`src/rtl/nfca_rx_sched_pkg.sv`:
```
// nfca_rx_sched_pkg: FSM state encoding, frame status codes and end-status resolution.
package nfca_rx_sched_pkg;
  typedef enum logic [2:0] {S_IDLE, S_GUARD, S_LISTEN, S_RECV, S_FLUSH, S_DONE} state_e;
  localparam logic [2:0] ST_OK        = 3'd0;
  localparam logic [2:0] ST_TIMEOUT   = 3'd1;
  localparam logic [2:0] ST_COLLISION = 3'd2;
  localparam logic [2:0] ST_ERROR     = 3'd3;
  localparam logic [2:0] ST_PARITY    = 3'd4;
  localparam logic [2:0] ST_OVERFLOW  = 3'd5;
  localparam logic [2:0] ST_ABORT     = 3'd6;
  function automatic logic [2:0] end_code(input logic col, input logic err);
    return col ? ST_COLLISION : err ? ST_ERROR : ST_OK;
  endfunction
endpackage

```
`src/rtl/nfca_rx_sched_if.sv`:
```
// nfca_rx_sched_if: controller/parser-facing signals of the receive scheduler; slave = scheduler side.
interface nfca_rx_sched_if;
  logic        i_start, i_abort, i_rx_bit_en, i_rx_bit, i_rx_end, i_rx_end_col, i_rx_end_err;
  logic        o_rx_on, o_busy, o_byte_en, o_done;
  logic [7:0]  o_byte;
  logic [3:0]  o_byte_bits;
  logic [2:0]  o_status;
  logic [11:0] o_bit_count;
  modport slave (
    input  i_start, i_abort, i_rx_bit_en, i_rx_bit, i_rx_end, i_rx_end_col, i_rx_end_err,
    output o_rx_on, o_busy, o_byte_en, o_done, o_byte, o_byte_bits, o_status, o_bit_count
  );
  modport master (
    output i_start, i_abort, i_rx_bit_en, i_rx_bit, i_rx_end, i_rx_end_col, i_rx_end_err,
    input  o_rx_on, o_busy, o_byte_en, o_done, o_byte, o_byte_bits, o_status, o_bit_count
  );
endinterface

```
`src/rtl/nfca_rx_bytepack.sv`:
```
// nfca_rx_bytepack: LSB-first packer, 8 data + 1 parity slots per byte, partial-byte flush.
// NFCA_RX_PARITY_CHECK_EN enables odd-parity checking of the 9th slot (sticky error).
module nfca_rx_bytepack (
  input  logic        clk,
  input  logic        rst,
  input  logic        i_clr,
  input  logic        i_push,
  input  logic        i_bit,
  input  logic        i_flush,
  output logic        o_byte_en,
  output logic [7:0]  o_byte,
  output logic [3:0]  o_byte_bits,
  output logic [7:0]  o_bytes,
  output logic [11:0] o_bit_count,
  output logic        o_par_err
);
  logic [7:0]  r_sr, w_sr, r_byte, r_bytes;
  logic [3:0]  r_slot, w_slot, r_byte_bits;
  logic [11:0] r_bit_count;
  logic        r_byte_en, w_data, w_full, w_part;
  assign w_data = i_push && r_slot != 4'd8;
  assign w_full = i_push && r_slot == 4'd8;
  assign w_slot = w_data ? r_slot + 4'd1 : w_full ? 4'd0 : r_slot;
  // A flush in the same cycle as a data bit emits the byte including that bit.
  assign w_part = i_flush && w_slot != 4'd0;
  always_comb begin
    w_sr = r_sr;
    if (w_data) w_sr[r_slot[2:0]] = i_bit;
  end
  always_ff @(posedge clk or posedge rst)
    if (rst) begin
      r_sr        <= '0;
      r_slot      <= '0;
      r_byte_en   <= 1'b0;
      r_byte      <= '0;
      r_byte_bits <= '0;
      r_bytes     <= '0;
      r_bit_count <= '0;
    end else begin
      r_byte_en <= w_full || w_part;
      if (w_full || w_part) begin
        r_byte      <= w_full ? r_sr : w_sr;
        r_byte_bits <= w_full ? 4'd8 : w_slot;
      end
      r_sr        <= (i_clr || w_full || i_flush) ? 8'd0 : w_sr;
      r_slot      <= (i_clr || i_flush) ? 4'd0 : w_slot;
      r_bytes     <= i_clr ? 8'd0 : r_bytes + {7'd0, w_full};
      r_bit_count <= i_clr ? 12'd0 : r_bit_count + {11'd0, w_data && r_bit_count != 12'hfff};
    end
`ifdef NFCA_RX_PARITY_CHECK_EN
  logic r_x, r_par_err;
  always_ff @(posedge clk or posedge rst)
    if (rst) begin
      r_x       <= 1'b0;
      r_par_err <= 1'b0;
    end else if (i_clr) begin
      r_x       <= 1'b0;
      r_par_err <= 1'b0;
    end else begin
      r_x <= (w_full || i_flush) ? 1'b0 : r_x ^ (w_data && i_bit);
      if (w_full && r_x == i_bit) r_par_err <= 1'b1;
    end
  assign o_par_err = r_par_err;
`else
  assign o_par_err = 1'b0;
`endif
  assign o_byte_en   = r_byte_en;
  assign o_byte      = r_byte;
  assign o_byte_bits = r_byte_bits;
  assign o_bytes     = r_bytes;
  assign o_bit_count = r_bit_count;
endmodule

```
`src/rtl/nfca_rx_sched.sv`:
```
// nfca_rx_sched: ISO14443A PICC-response receive window: guard, listen with timeout, packing, status.
// Define NFCA_RX_PARITY_CHECK_EN to report odd-parity mismatches as PARITY status.
module nfca_rx_sched
  import nfca_rx_sched_pkg::*;
#(
  parameter logic [15:0] GUARD_CYCLES   = 16'd6000,
  parameter logic [23:0] TIMEOUT_CYCLES = 24'd814000,
  parameter logic [7:0]  MAX_BYTES      = 8'd64
) (
  input logic            clk,
  input logic            rst,
  nfca_rx_sched_if.slave bus
);
  state_e      r_state;
  logic [23:0] r_cnt;
  logic [2:0]  r_cause, r_status, w_cause;
  logic [11:0] r_bit_count, w_bit_total;
  logic [7:0]  w_bytes;
  logic        r_rx_on, r_busy, r_done;
  logic        w_live, w_abort, w_ovf, w_end, w_timeout, w_flush, w_par_err;
  assign w_live    = r_state == S_LISTEN || r_state == S_RECV;
  assign w_abort   = bus.i_abort && (w_live || r_state == S_GUARD);
  assign w_ovf     = r_state == S_RECV && bus.i_rx_bit_en && w_bytes >= MAX_BYTES;
  assign w_end     = w_live && bus.i_rx_end;
  // Leaves LISTEN as the counter reaches TIMEOUT_CYCLES-1, so done lands TIMEOUT_CYCLES after entry.
  assign w_timeout = r_state == S_LISTEN && !bus.i_rx_bit_en && r_cnt + 24'd1 >= TIMEOUT_CYCLES - 24'd1;
  assign w_flush   = w_abort || w_ovf || w_end || w_timeout;
  assign w_cause   = w_abort ? ST_ABORT : w_ovf ? ST_OVERFLOW :
                     w_end ? end_code(bus.i_rx_end_col, bus.i_rx_end_err) : ST_TIMEOUT;
  nfca_rx_bytepack u_pack (
    .clk         (clk),
    .rst         (rst),
    .i_clr       (r_state == S_IDLE && bus.i_start),
    .i_push      (w_live && bus.i_rx_bit_en && !w_ovf),
    .i_bit       (bus.i_rx_bit),
    .i_flush     (w_flush),
    .o_byte_en   (bus.o_byte_en),
    .o_byte      (bus.o_byte),
    .o_byte_bits (bus.o_byte_bits),
    .o_bytes     (w_bytes),
    .o_bit_count (w_bit_total),
    .o_par_err   (w_par_err)
  );
  // PARITY is resolved in FLUSH so a parity bit arriving with rx_end is still seen.
  always_ff @(posedge clk or posedge rst)
    if (rst) begin
      r_state     <= S_IDLE;
      r_cnt       <= '0;
      r_rx_on     <= 1'b0;
      r_busy      <= 1'b0;
      r_done      <= 1'b0;
      r_cause     <= ST_OK;
      r_status    <= ST_OK;
      r_bit_count <= '0;
    end else if (w_flush) begin
      r_state <= S_FLUSH;
      r_cause <= w_cause;
      r_rx_on <= 1'b0;
    end else
      case (r_state)
        S_IDLE:
          if (bus.i_start) begin
            r_state <= S_GUARD;
            r_cnt   <= '0;
            r_busy  <= 1'b1;
          end
        S_GUARD:
          if (r_cnt == {8'd0, GUARD_CYCLES} - 24'd1) begin
            r_state <= S_LISTEN;
            r_cnt   <= '0;
            r_rx_on <= 1'b1;
          end else r_cnt <= r_cnt + 24'd1;
        S_LISTEN, S_RECV: begin
          if (bus.i_rx_bit_en) r_state <= S_RECV;
          r_cnt <= r_cnt + 24'd1;
        end
        S_FLUSH: begin
          r_state     <= S_DONE;
          r_done      <= 1'b1;
          r_status    <= (r_cause == ST_OK && w_par_err) ? ST_PARITY : r_cause;
          r_bit_count <= w_bit_total;
        end
        S_DONE: begin
          r_state <= S_IDLE;
          r_done  <= 1'b0;
          r_busy  <= 1'b0;
        end
        default: r_state <= S_IDLE;
      endcase
  assign bus.o_rx_on     = r_rx_on;
  assign bus.o_busy      = r_busy;
  assign bus.o_done      = r_done;
  assign bus.o_status    = r_status;
  assign bus.o_bit_count = r_bit_count;
endmodule

```
`src/flat_wrapper.sv`:
```
// flat-port wrapper written by rule: the top's interface ports become plain ports
module nfca_rx_sched_flat import nfca_rx_sched_pkg::*;
#(
  parameter logic [15:0] GUARD_CYCLES   = 16'd6000,
  parameter logic [23:0] TIMEOUT_CYCLES = 24'd814000,
  parameter logic [7:0]  MAX_BYTES      = 8'd64
)
  (clk, rst, bus_i_start, bus_i_abort, bus_i_rx_bit_en, bus_i_rx_bit, bus_i_rx_end, bus_i_rx_end_col, bus_i_rx_end_err, bus_o_rx_on, bus_o_busy, bus_o_byte_en, bus_o_done, bus_o_byte, bus_o_byte_bits, bus_o_status, bus_o_bit_count);
  nfca_rx_sched_if bus_i ();
  input logic clk;
  input logic rst;
  input wire logic [$bits(bus_i.i_start)-1:0] bus_i_start;
  input wire logic [$bits(bus_i.i_abort)-1:0] bus_i_abort;
  input wire logic [$bits(bus_i.i_rx_bit_en)-1:0] bus_i_rx_bit_en;
  input wire logic [$bits(bus_i.i_rx_bit)-1:0] bus_i_rx_bit;
  input wire logic [$bits(bus_i.i_rx_end)-1:0] bus_i_rx_end;
  input wire logic [$bits(bus_i.i_rx_end_col)-1:0] bus_i_rx_end_col;
  input wire logic [$bits(bus_i.i_rx_end_err)-1:0] bus_i_rx_end_err;
  output wire logic [$bits(bus_i.o_rx_on)-1:0] bus_o_rx_on;
  output wire logic [$bits(bus_i.o_busy)-1:0] bus_o_busy;
  output wire logic [$bits(bus_i.o_byte_en)-1:0] bus_o_byte_en;
  output wire logic [$bits(bus_i.o_done)-1:0] bus_o_done;
  output wire logic [$bits(bus_i.o_byte)-1:0] bus_o_byte;
  output wire logic [$bits(bus_i.o_byte_bits)-1:0] bus_o_byte_bits;
  output wire logic [$bits(bus_i.o_status)-1:0] bus_o_status;
  output wire logic [$bits(bus_i.o_bit_count)-1:0] bus_o_bit_count;
  assign bus_i.i_start = bus_i_start;
  assign bus_i.i_abort = bus_i_abort;
  assign bus_i.i_rx_bit_en = bus_i_rx_bit_en;
  assign bus_i.i_rx_bit = bus_i_rx_bit;
  assign bus_i.i_rx_end = bus_i_rx_end;
  assign bus_i.i_rx_end_col = bus_i_rx_end_col;
  assign bus_i.i_rx_end_err = bus_i_rx_end_err;
  assign bus_o_rx_on = bus_i.o_rx_on;
  assign bus_o_busy = bus_i.o_busy;
  assign bus_o_byte_en = bus_i.o_byte_en;
  assign bus_o_done = bus_i.o_done;
  assign bus_o_byte = bus_i.o_byte;
  assign bus_o_byte_bits = bus_i.o_byte_bits;
  assign bus_o_status = bus_i.o_status;
  assign bus_o_bit_count = bus_i.o_bit_count;
  nfca_rx_sched #(.GUARD_CYCLES(GUARD_CYCLES), .TIMEOUT_CYCLES(TIMEOUT_CYCLES), .MAX_BYTES(MAX_BYTES)) u_core (.clk(clk), .rst(rst), .bus(bus_i));
endmodule
```
`config.mk`:
```
export PLATFORM = sky130hd
export DESIGN_NAME = nfca_rx_sched_flat
export DESIGN_NICKNAME = d
export VERILOG_FILES = /design/src/rtl/nfca_rx_sched_pkg.sv /design/src/rtl/nfca_rx_sched_if.sv /design/src/rtl/nfca_rx_bytepack.sv /design/src/rtl/nfca_rx_sched.sv /design/src/flat_wrapper.sv
export SDC_FILE = /design/constraint.sdc
export NUM_CORES = 1
export LEC_CHECK = 0
export CAP_MARGIN = 20
export CELL_PAD_IN_SITES_DETAIL_PLACEMENT = 1
export CELL_PAD_IN_SITES_GLOBAL_PLACEMENT = 2
export CORE_ASPECT_RATIO = 0.9
export CORE_MARGIN = 3
export CORE_UTILIZATION = 38
export CTS_BUF_LIST = sky130_fd_sc_hd__clkbuf_4 sky130_fd_sc_hd__clkbuf_8
export DETAILED_ROUTE_END_ITERATION = 16
export GPL_TIMING_DRIVEN = 0
export PLACE_DENSITY_LB_ADDON = 0.1
export SLEW_MARGIN = 10
export SYNTH_ARGS = -nofsm -noshare
export SYNTH_HDL_FRONTEND = slang
export SYNTH_SLANG_ARGS = --single-unit
```
`constraint.sdc`:
```
create_clock -name clk -period 3.65 [get_ports clk]
set_input_delay 0.365 -clock clk [delete_from_list [all_inputs] [get_ports clk]]
set_output_delay 0.365 -clock clk [all_outputs]
set_load 0.05 [all_outputs]
```
# --- After elaboration in Yosys (flattened, before gate mapping) ---
# Cells that the tools add are included.
# Widths: inputs -> output; s select.
word_totals:
  input_bits: 9
  regBits: 93
  n_memories: 0
  latch_bits: 0
  rom_bits: 0
  ramBits: 0
  elab_cells: 107
  output_inout_bits: 31
op_classes:
  shifts: 0
  div_mod_pow: 0
  order_cmp: 4
  n_addsub: 4
  reduce_logical: 39
  multipliers: 0
  mux: 31
  eq_ne: 13
  bitwise: 1
ops:
  columns: ["op", "n"]
  rows:
  - ["$pmux 24 s3", 1]
  - ["$mux 24", 2]
  - ["$mux 8", 4]
  - ["$add 24x1->24 const B", 1]
  - ["$eq 24x13->1 const B", 1]
  - ["$ge 24x20->1 const B", 1]
  - ["$mux 3", 8]
  - ["$mux 4", 4]
  - ["$logic_and 1x1->1", 14]
  - ["$add 12x1->12", 1]
  - ["$mux 12", 1]
  - ["$ne 12x12->1 const B", 1]
  - ["$pmux 3 s4", 1]
  - ["$logic_or 1x1->1", 9]
  - ["$ne 3x3->1 const B", 3]
  - ["$reduce_and 3->1", 3]
  - ["$add 8x1->8", 1]
  - ["$bwmux 8", 1]
  - ["$ge 8x7->1 const B", 1]
  - ["$reduce_bool 2->1", 4]
  - ["$eq 3x2->1 const B", 2]
  - ["$eq 3x3->1 const B", 2]
  - ["$reduce_and 2->1", 3]
  - ["$mux 1", 5]
  - ["16 further kinds", 18]

# --- Longest topological paths before layout ---
depth:
  depth_word: 11
  mapped_depth: 13
  ltp_nobuf: 12

# --- Hierarchy ---
# From an unflattened synthesis, not the netlist that was laid out.
unflattened:
  hier_cells: 550
  area_unflattened_um2: 5178.7
modules_own_cells:
  columns: ["mod", "cells_per_inst", "seq_area_each_um2", "area_each_um2", "n_inst"]
  rows:
  - ["nfca_rx_sched", 354, 1201.2, 3045.4, 1]
  - ["nfca_rx_bytepack", 196, 1126.1, 2133.3, 1]

# --- Worst setup path before layout ---
# No wires, ideal clock.
synth_path:
  kind: "register -> register"
  from: "register u_core.r_cnt[0]"
  to: "register u_core.u_pack.r_byte[4] (netlist: u_core.u_pack.o_byte[4])"
  setup_time_ns: 0.124
  required_time_ns: 3.526
  stages_incl_launch_ff: 14
  setup_slack_ns: 0.590
  n_path_buf: 3
  period_less_slack_ns: 3.060
  arrival_time_ns: 2.936
  cell_sequence: "dfrtp_1 > ha_1 > clkbuf_2 > and3_1 > buf_2 > and4_4 > mux2_1 > nand3_1 > nand3_1 > a311oi_4 > a21o_4 > buf_4 > nor2_1 > a211o_1"
synth_via:
  elab_chain_len: 6
synth_lines:
  columns: ["item", "line", "source"]
  rows:
  - ["from (decl)", "nfca_rx_sched.sv:15", "logic [23:0] r_cnt;"]
  - ["from (signal assigned)", "nfca_rx_sched.sv:72", "end else r_cnt <= r_cnt + 24'd1;"]
  - ["from (signal assigned)", "nfca_rx_sched.sv:75", "r_cnt <= r_cnt + 24'd1;"]
  - ["$add 24x1->24", "nfca_rx_sched.sv:26", "assign w_timeout = r_state == S_LISTEN && !bus.i_rx_bit_en && r_cnt + 24'd1 >= TIMEOUT_CYCLES - 24'd1;"]
  - ["$ge 24x20->1", "nfca_rx_sched.sv:26", null]
  - ["$logic_and 1x1->1", "nfca_rx_sched.sv:26", null]
  - ["$logic_or 1x1->1", "nfca_rx_sched.sv:27", "assign w_flush = w_abort || w_ovf || w_end || w_timeout;"]
  - ["$logic_and 1x1->1", "nfca_rx_bytepack.sv:25", "assign w_part = i_flush && w_slot != 4'd0;"]
  - ["$logic_or 1x1->1", "nfca_rx_bytepack.sv:41", "if (w_full || w_part) begin"]
  - ["to (signal assigned)", "nfca_rx_bytepack.sv:42", "r_byte <= w_full ? r_sr : w_sr;"]
  - ["to (decl)", "nfca_rx_bytepack.sv:17", "logic [7:0] r_sr, w_sr, r_byte, r_bytes;"]
# Every way passes these cells.
# A chain may end at the register's enable or synchronous reset.

# --- Worst setup path in the final report ---
layout_path:
  from: "register u_core.r_cnt[0]"
  to: "register u_core.r_cnt[15]"
layout_via:
  elab_chain_len: 6
  word_cells_on_any_way: 9
  cone_classes: "add/sub (1); order compare (1); eq/ne (1); mux (2); bitwise (1); reduce/logical (3)"
layout_lines:
  columns: ["item", "line"]
  rows:
  - ["$add 24x1->24", "nfca_rx_sched.sv:26, nfca_rx_sched.sv:72, nfca_rx_sched.sv:75"]
  - ["$ge 24x20->1", "nfca_rx_sched.sv:26"]
  - ["$logic_and 1x1->1", "nfca_rx_sched.sv:26"]
  - ["$logic_or 1x1->1", "nfca_rx_sched.sv:27"]
  - ["$not 1->1 (no source line)", null]
  - ["$reduce_and 3->1 (no source line)", null]
# Several ways; a longest one is shown, not always the timed one.

==> impl_metrics.xml <==
<?xml version="1.0" encoding="UTF-8"?>
<metrics>
  <group name="detailed_routing">
    <metric name="wl" unit="mm">14.1</metric>
    <metric name="drc_errors" unit="">0</metric>
    <metric name="post_dr_wirelength_cell" unit="microns">18.7</metric>
    <metric name="drt-vias-per-instance" unit="">5.65</metric>
    <metric name="drtIter0Drc" unit="">200</metric>
    <metric name="postRouteAntennaNets" unit="">0</metric>
    <metric name="firstDrtPassIters" unit="">4</metric>
    <metric name="route.vias.total" unit="">4263</metric>
  </group>
  <group name="global_routing">
    <metric name="number_of_antenna_violations_at_the_first_check_in_global_routing" unit="">0</metric>
    <metric name="grt_usage" unit="%">20.6</metric>
    <metric name="grt_first_pass_wirelength" unit="mm">24.0</metric>
    <metric name="grt_start_max_net_pins" unit="">50</metric>
    <metric name="gr-total-overflow" unit="">0</metric>
    <metric name="first_global_vias" unit="">4505</metric>
  </group>
  <group name="sta">
    <metric name="worst_hold_margin" unit="ns">0.431</metric>
    <metric name="rsz0062_at_grt" unit="">false</metric>
    <metric name="timing.final.hold_violations" unit="">0</metric>
    <metric name="timing.slew.headroom" unit="%">58.3</metric>
    <metric name="final.setup_skew" unit="ns">0.0114</metric>
    <metric name="number_of_pins_with_negative_max_slew_slack_in_the_final_report" unit="">0</metric>
    <metric name="timing_worst_slew_pin_value" unit="ns">0.626</metric>
    <metric name="final_setup_viols" unit="">0</metric>
    <metric name="final_min_period_over_clock_period" unit="%">94.4</metric>
    <metric name="fin_crit" unit="ns">3.44</metric>
    <metric name="fmax" unit="MHz">290</metric>
    <metric name="setup_slack" unit="ns">0.205</metric>
  </group>
  <group name="place">
    <metric name="hpwlAfterDp" unit="mm">10.0</metric>
    <metric name="gpl.final_weighted_congestion" unit="">0.814</metric>
    <metric name="placedCellCount" unit="">736</metric>
    <metric name="dp_slack" unit="ns">-0.352</metric>
    <metric name="postPlaceCellArea" unit="sq mm">0.00566</metric>
    <metric name="port_buffers" unit="">39</metric>
  </group>
  <group name="critical_path">
    <metric name="reg2reg_setup_slack" unit="ns">0.21</metric>
    <metric name="worst-endpoint-required" unit="ns">3.91</metric>
    <metric name="critical_path_peak_fanout" unit="">10</metric>
    <metric name="depth_of_the_most_critical_reg_to_reg_path" unit="">14</metric>
    <metric name="startpoint" unit="">u_core.r_cnt[0]</metric>
    <metric name="crit-reg2reg-capture" unit="">u_core.r_cnt[15]</metric>
    <metric name="cp-end-kind" unit="">flop</metric>
    <metric name="crit_path_start_kind" unit="">flop</metric>
    <metric name="timing_worst_setup_path_type" unit="">reg -&gt; reg</metric>
    <metric name="critical_path.endpoint" unit="">u_core.r_cnt[15]</metric>
    <metric name="critical_path_arrival" unit="ns">3.70</metric>
    <metric name="startpoint_of_the_worst_register_to_register_path" unit="">u_core.r_cnt[0]</metric>
  </group>
  <group name="clock_network">
    <metric name="htreeDepth" unit="">3</metric>
    <metric name="tritoncts_num_sinks" unit="">93</metric>
    <metric name="cts_root_buf" unit="">sky130_fd_sc_hd__clkbuf_8</metric>
    <metric name="cts_made_buffers" unit="">9</metric>
    <metric name="clock_insertion_delay_worst_skew" unit="ns">0.38</metric>
    <metric name="clkTransAtPathRegs" unit="ns">0.10</metric>
    <metric name="max-clock-path-buffers" unit="">2</metric>
    <metric name="cts_tree" unit="">yes</metric>
    <metric name="ctsHoldBuffers" unit="">0</metric>
  </group>
  <group name="layout">
    <metric name="fin_area" unit="sq mm">0.00593</metric>
    <metric name="diodes" unit="">0</metric>
    <metric name="final_net_count" unit="">602</metric>
    <metric name="fillerInstances" unit="">1468</metric>
    <metric name="share_of_layout_cells_above_drive_strength_1" unit="%">12.5</metric>
    <metric name="finish.cell_count_without_fillers" unit="">754</metric>
    <metric name="synthToLayoutAreaGrowth" unit="%">17.8</metric>
  </group>
  <group name="yosys">
    <metric name="synth-async-reset-ratio" unit="%">100</metric>
    <metric name="post_synth_design_cell_area" unit="sq mm">0.00503</metric>
    <metric name="synth_enable_flop_cells" unit="">0</metric>
    <metric name="synth_seq_cells" unit="">93</metric>
    <metric name="post_synth_inst_count" unit="">532</metric>
    <metric name="synth.avg_cell_area" unit="sq um">9.46</metric>
    <metric name="synth-seq-area-share" unit="%">46.3</metric>
    <metric name="synth-warning-count" unit="">0</metric>
    <metric name="mappedNetlistNets" unit="">549</metric>
    <metric name="synth_flop_cell" unit="">sky130_fd_sc_hd__dfrtp_1</metric>
    <metric name="yosys.cell_types.count" unit="">63</metric>
  </group>
  <group name="power_and_ir_drop">
    <metric name="power-per-cell-area" unit="mW/mm^2">482</metric>
    <metric name="vdd_ir_drop_max" unit="mV">0.436</metric>
    <metric name="total_leakage_power" unit="nW">2.67</metric>
  </group>
  <group name="floorplanning">
    <metric name="core-area" unit="sq mm">0.0128</metric>
    <metric name="start_util" unit="%">39.2</metric>
    <metric name="fp.dieArea" unit="sq mm">0.0147</metric>
    <metric name="dieHeight" unit="microns">115</metric>
    <metric name="fp-row-count" unit="">39</metric>
    <metric name="boundaryPins" unit="">40</metric>
    <metric name="chipWidth" unit="microns">127</metric>
  </group>
  <group name="run_status">
    <metric name="result_of_the_run" unit="">finished, final reports clean</metric>
  </group>
  <group name="worst_hold_path">
    <metric name="min-delay-path-class" unit="">in -&gt; async</metric>
  </group>
  <group name="run">
    <metric name="maxCapViolations" unit="">0</metric>
  </group>
</metrics>
-- critical path: stages, from the launching register on --
cell and delay [ns]:
sky130_fd_sc_hd__dfrtp_2 0.46, sky130_fd_sc_hd__ha_1 0.18, sky130_fd_sc_hd__clkbuf_2 0.19, sky130_fd_sc_hd__and3_1 0.17, sky130_fd_sc_hd__buf_2 0.19, sky130_fd_sc_hd__nand3_1 0.17
sky130_fd_sc_hd__or3_1 0.37, sky130_fd_sc_hd__xor2_1 0.17, sky130_fd_sc_hd__a22oi_2 0.12, sky130_fd_sc_hd__a311oi_4 0.39, sky130_fd_sc_hd__buf_12 0.17, sky130_fd_sc_hd__o311ai_4 0.17
sky130_fd_sc_hd__buf_2 0.27, sky130_fd_sc_hd__o21ai_1 0.19, sky130_fd_sc_hd__o31ai_1 0.10
-- cell usage after synthesis (all sizes together) (2+ instances only) --
master | number | area (sq um)
clkbuf | 15 | 57.6
o211a | 2 | 20.0
nor4b | 2 | 17.5
nand3 | 32 | 178
o211ai | 4 | 30.0
and4 | 5 | 46.3
o22ai | 2 | 12.5
mux2i | 4 | 40.0
xor2 | 13 | 114
nand2b | 4 | 25.0
a22oi | 4 | 35.0
nor4 | 5 | 61.3
o31ai | 20 | 160
nor2 | 66 | 248
a32oi | 3 | 26.3
a21oi | 20 | 100
a221o | 4 | 40.0
nor3 | 11 | 55.1
a211o | 2 | 17.5
and2 | 4 | 25.0
dfrtp | 93 | 2330
and3 | 21 | 131
or3 | 4 | 25.0
buf | 16 | 87.6
mux2 | 16 | 180
o41ai | 2 | 17.5
a211oi | 2 | 15.0
a21o | 5 | 45.0
nor3b | 2 | 15.0
xnor2 | 4 | 35.0
ha | 8 | 100
nand4 | 12 | 87.6
inv | 14 | 52.6
o311ai | 3 | 43.8
o21ai | 46 | 230
nand2 | 42 | 158
nor2b | 7 | 43.8
-- flip-flops by register name (all words and copies together) (netlist names), 3 cells and up --
signal,count
u_core.r_cnt,24
u_core.bus.o_bit_count,12
u_core.u_pack.o_bit_count,12
u_core.u_pack.o_byte,8
u_core.u_pack.o_bytes,8
u_core.u_pack.r_sr,8
u_core.u_pack.o_byte_bits,4
u_core.u_pack.r_slot,4
u_core.bus.o_status,3
u_core.r_cause,3
u_core.r_state,3
-- logic make-up (layout without fill, tap and decap cells) --
group / Yosys count / in the layout / synth area share, %
simple gates: 220 / 220 / 22.6
compound gates: 127 / 127 / 17.6
flops: 93 / 93 / 46.3
buf+inv: 46 / 104 / 4.00
mux: 20 / 20 / 4.38
xor+xnor: 17 / 17 / 2.96
fa+ha+maj: 9 / 9 / 2.19
-- worst min-delay path by stage --
stage / startpoint / end / slack [ns] / depth (start not counted)
floorplan: u_core.u_pack.r_sr[6] / u_core.u_pack.o_byte[6] / 0.45 / 1
global placement: u_core.u_pack.r_sr[4] / u_core.u_pack.o_byte[4] / 0.47 / 1
detailed placement: u_core.bus.o_rx_on / u_core.bus.o_rx_on / 0.48 / 1
CTS: rst / u_core.r_cnt[3] / 0.43 / 2
global route: rst / u_core.r_cnt[3] / 0.47 / 2
finish: rst / u_core.r_cnt[5] / 0.43 / 2
-- layout make-up --
class	count	area (sq um)	share of cell area, %
Inverter	15	58.8	0.992
Clock buffer	11	139	2.34
Buffer	30	146	2.47
Clock inverter	5	83.8	1.41
Sequential cell	93	2330	39.3
Multi-Input combinational cell	393	2510	42.4
Timing Repair Buffer	43	453	7.64
Tap cell	164	205	3.46
-- per-layer routing --
metal  share of wire (%)  vias up  track usage (%)  wire length (microns)
met5                   0        -                0                      0
met4                0.80        0             4.50                    113
met3                 4.0        9             5.90                    565
met2                  44       64             30.9                   6190
met1                  51     2158             29.8                   7200
li1                    -     2032                -                      -
-- report_power, final --
| group | total, W | internal [W] | switching [W] |
|---|---|---|---|
| Clock | 0.000792 | 0.000404 | 0.000388 |
| Combinational | 0.000908 | 0.000284 | 0.000625 |
| Sequential | 0.00116 | 0.00110 | 0.0000567 |
| Total | 0.00286 | 0.00179 | 0.00107 |
-- through the flow --
| stage | power (W) | setup TNS (ns) | util (%) |
|---|---|---|---|
| after floorplan | 0.00175 | 0 | - |
| after global placement | 0.00202 | -75.50 | 43.8 |
| after detailed placement | 0.00205 | -4.58 | 44.1 |
| after CTS | 0.00289 | 0 | 46.1 |
| after global routing | 0.00304 | 0 | 46.2 |
| final | 0.00286 | 0 | 46.2 |
-- layout by cell type, fill, tap and decap left out, types with 11 or more instances in the layout --
cell type,n
sky130_fd_sc_hd__o21ai_1,17
sky130_fd_sc_hd__nor2_1,66
sky130_fd_sc_hd__xor2_1,13
sky130_fd_sc_hd__mux2_2,15
sky130_fd_sc_hd__nor3_1,11
sky130_fd_sc_hd__inv_1,13
sky130_fd_sc_hd__a21oi_1,20
sky130_fd_sc_hd__nand2_1,41
sky130_fd_sc_hd__buf_2,13
sky130_fd_sc_hd__o21ai_0,29
sky130_fd_sc_hd__o31ai_1,18
sky130_fd_sc_hd__dfrtp_1,91
sky130_fd_sc_hd__and3_1,21
sky130_fd_sc_hd__clkbuf_1,11
sky130_fd_sc_hd__nand3_1,30
sky130_fd_sc_hd__clkdlybuf4s50_1,39
-- repair_timing --
action / 4_1_cts / 5_1_grt
endpoints found under the setup margin: 35 / 35
pin swaps: 1 / 0
resized for setup: 3 / 6
setup buffers: 3 / 0
(Power assumes the default switching activity.)
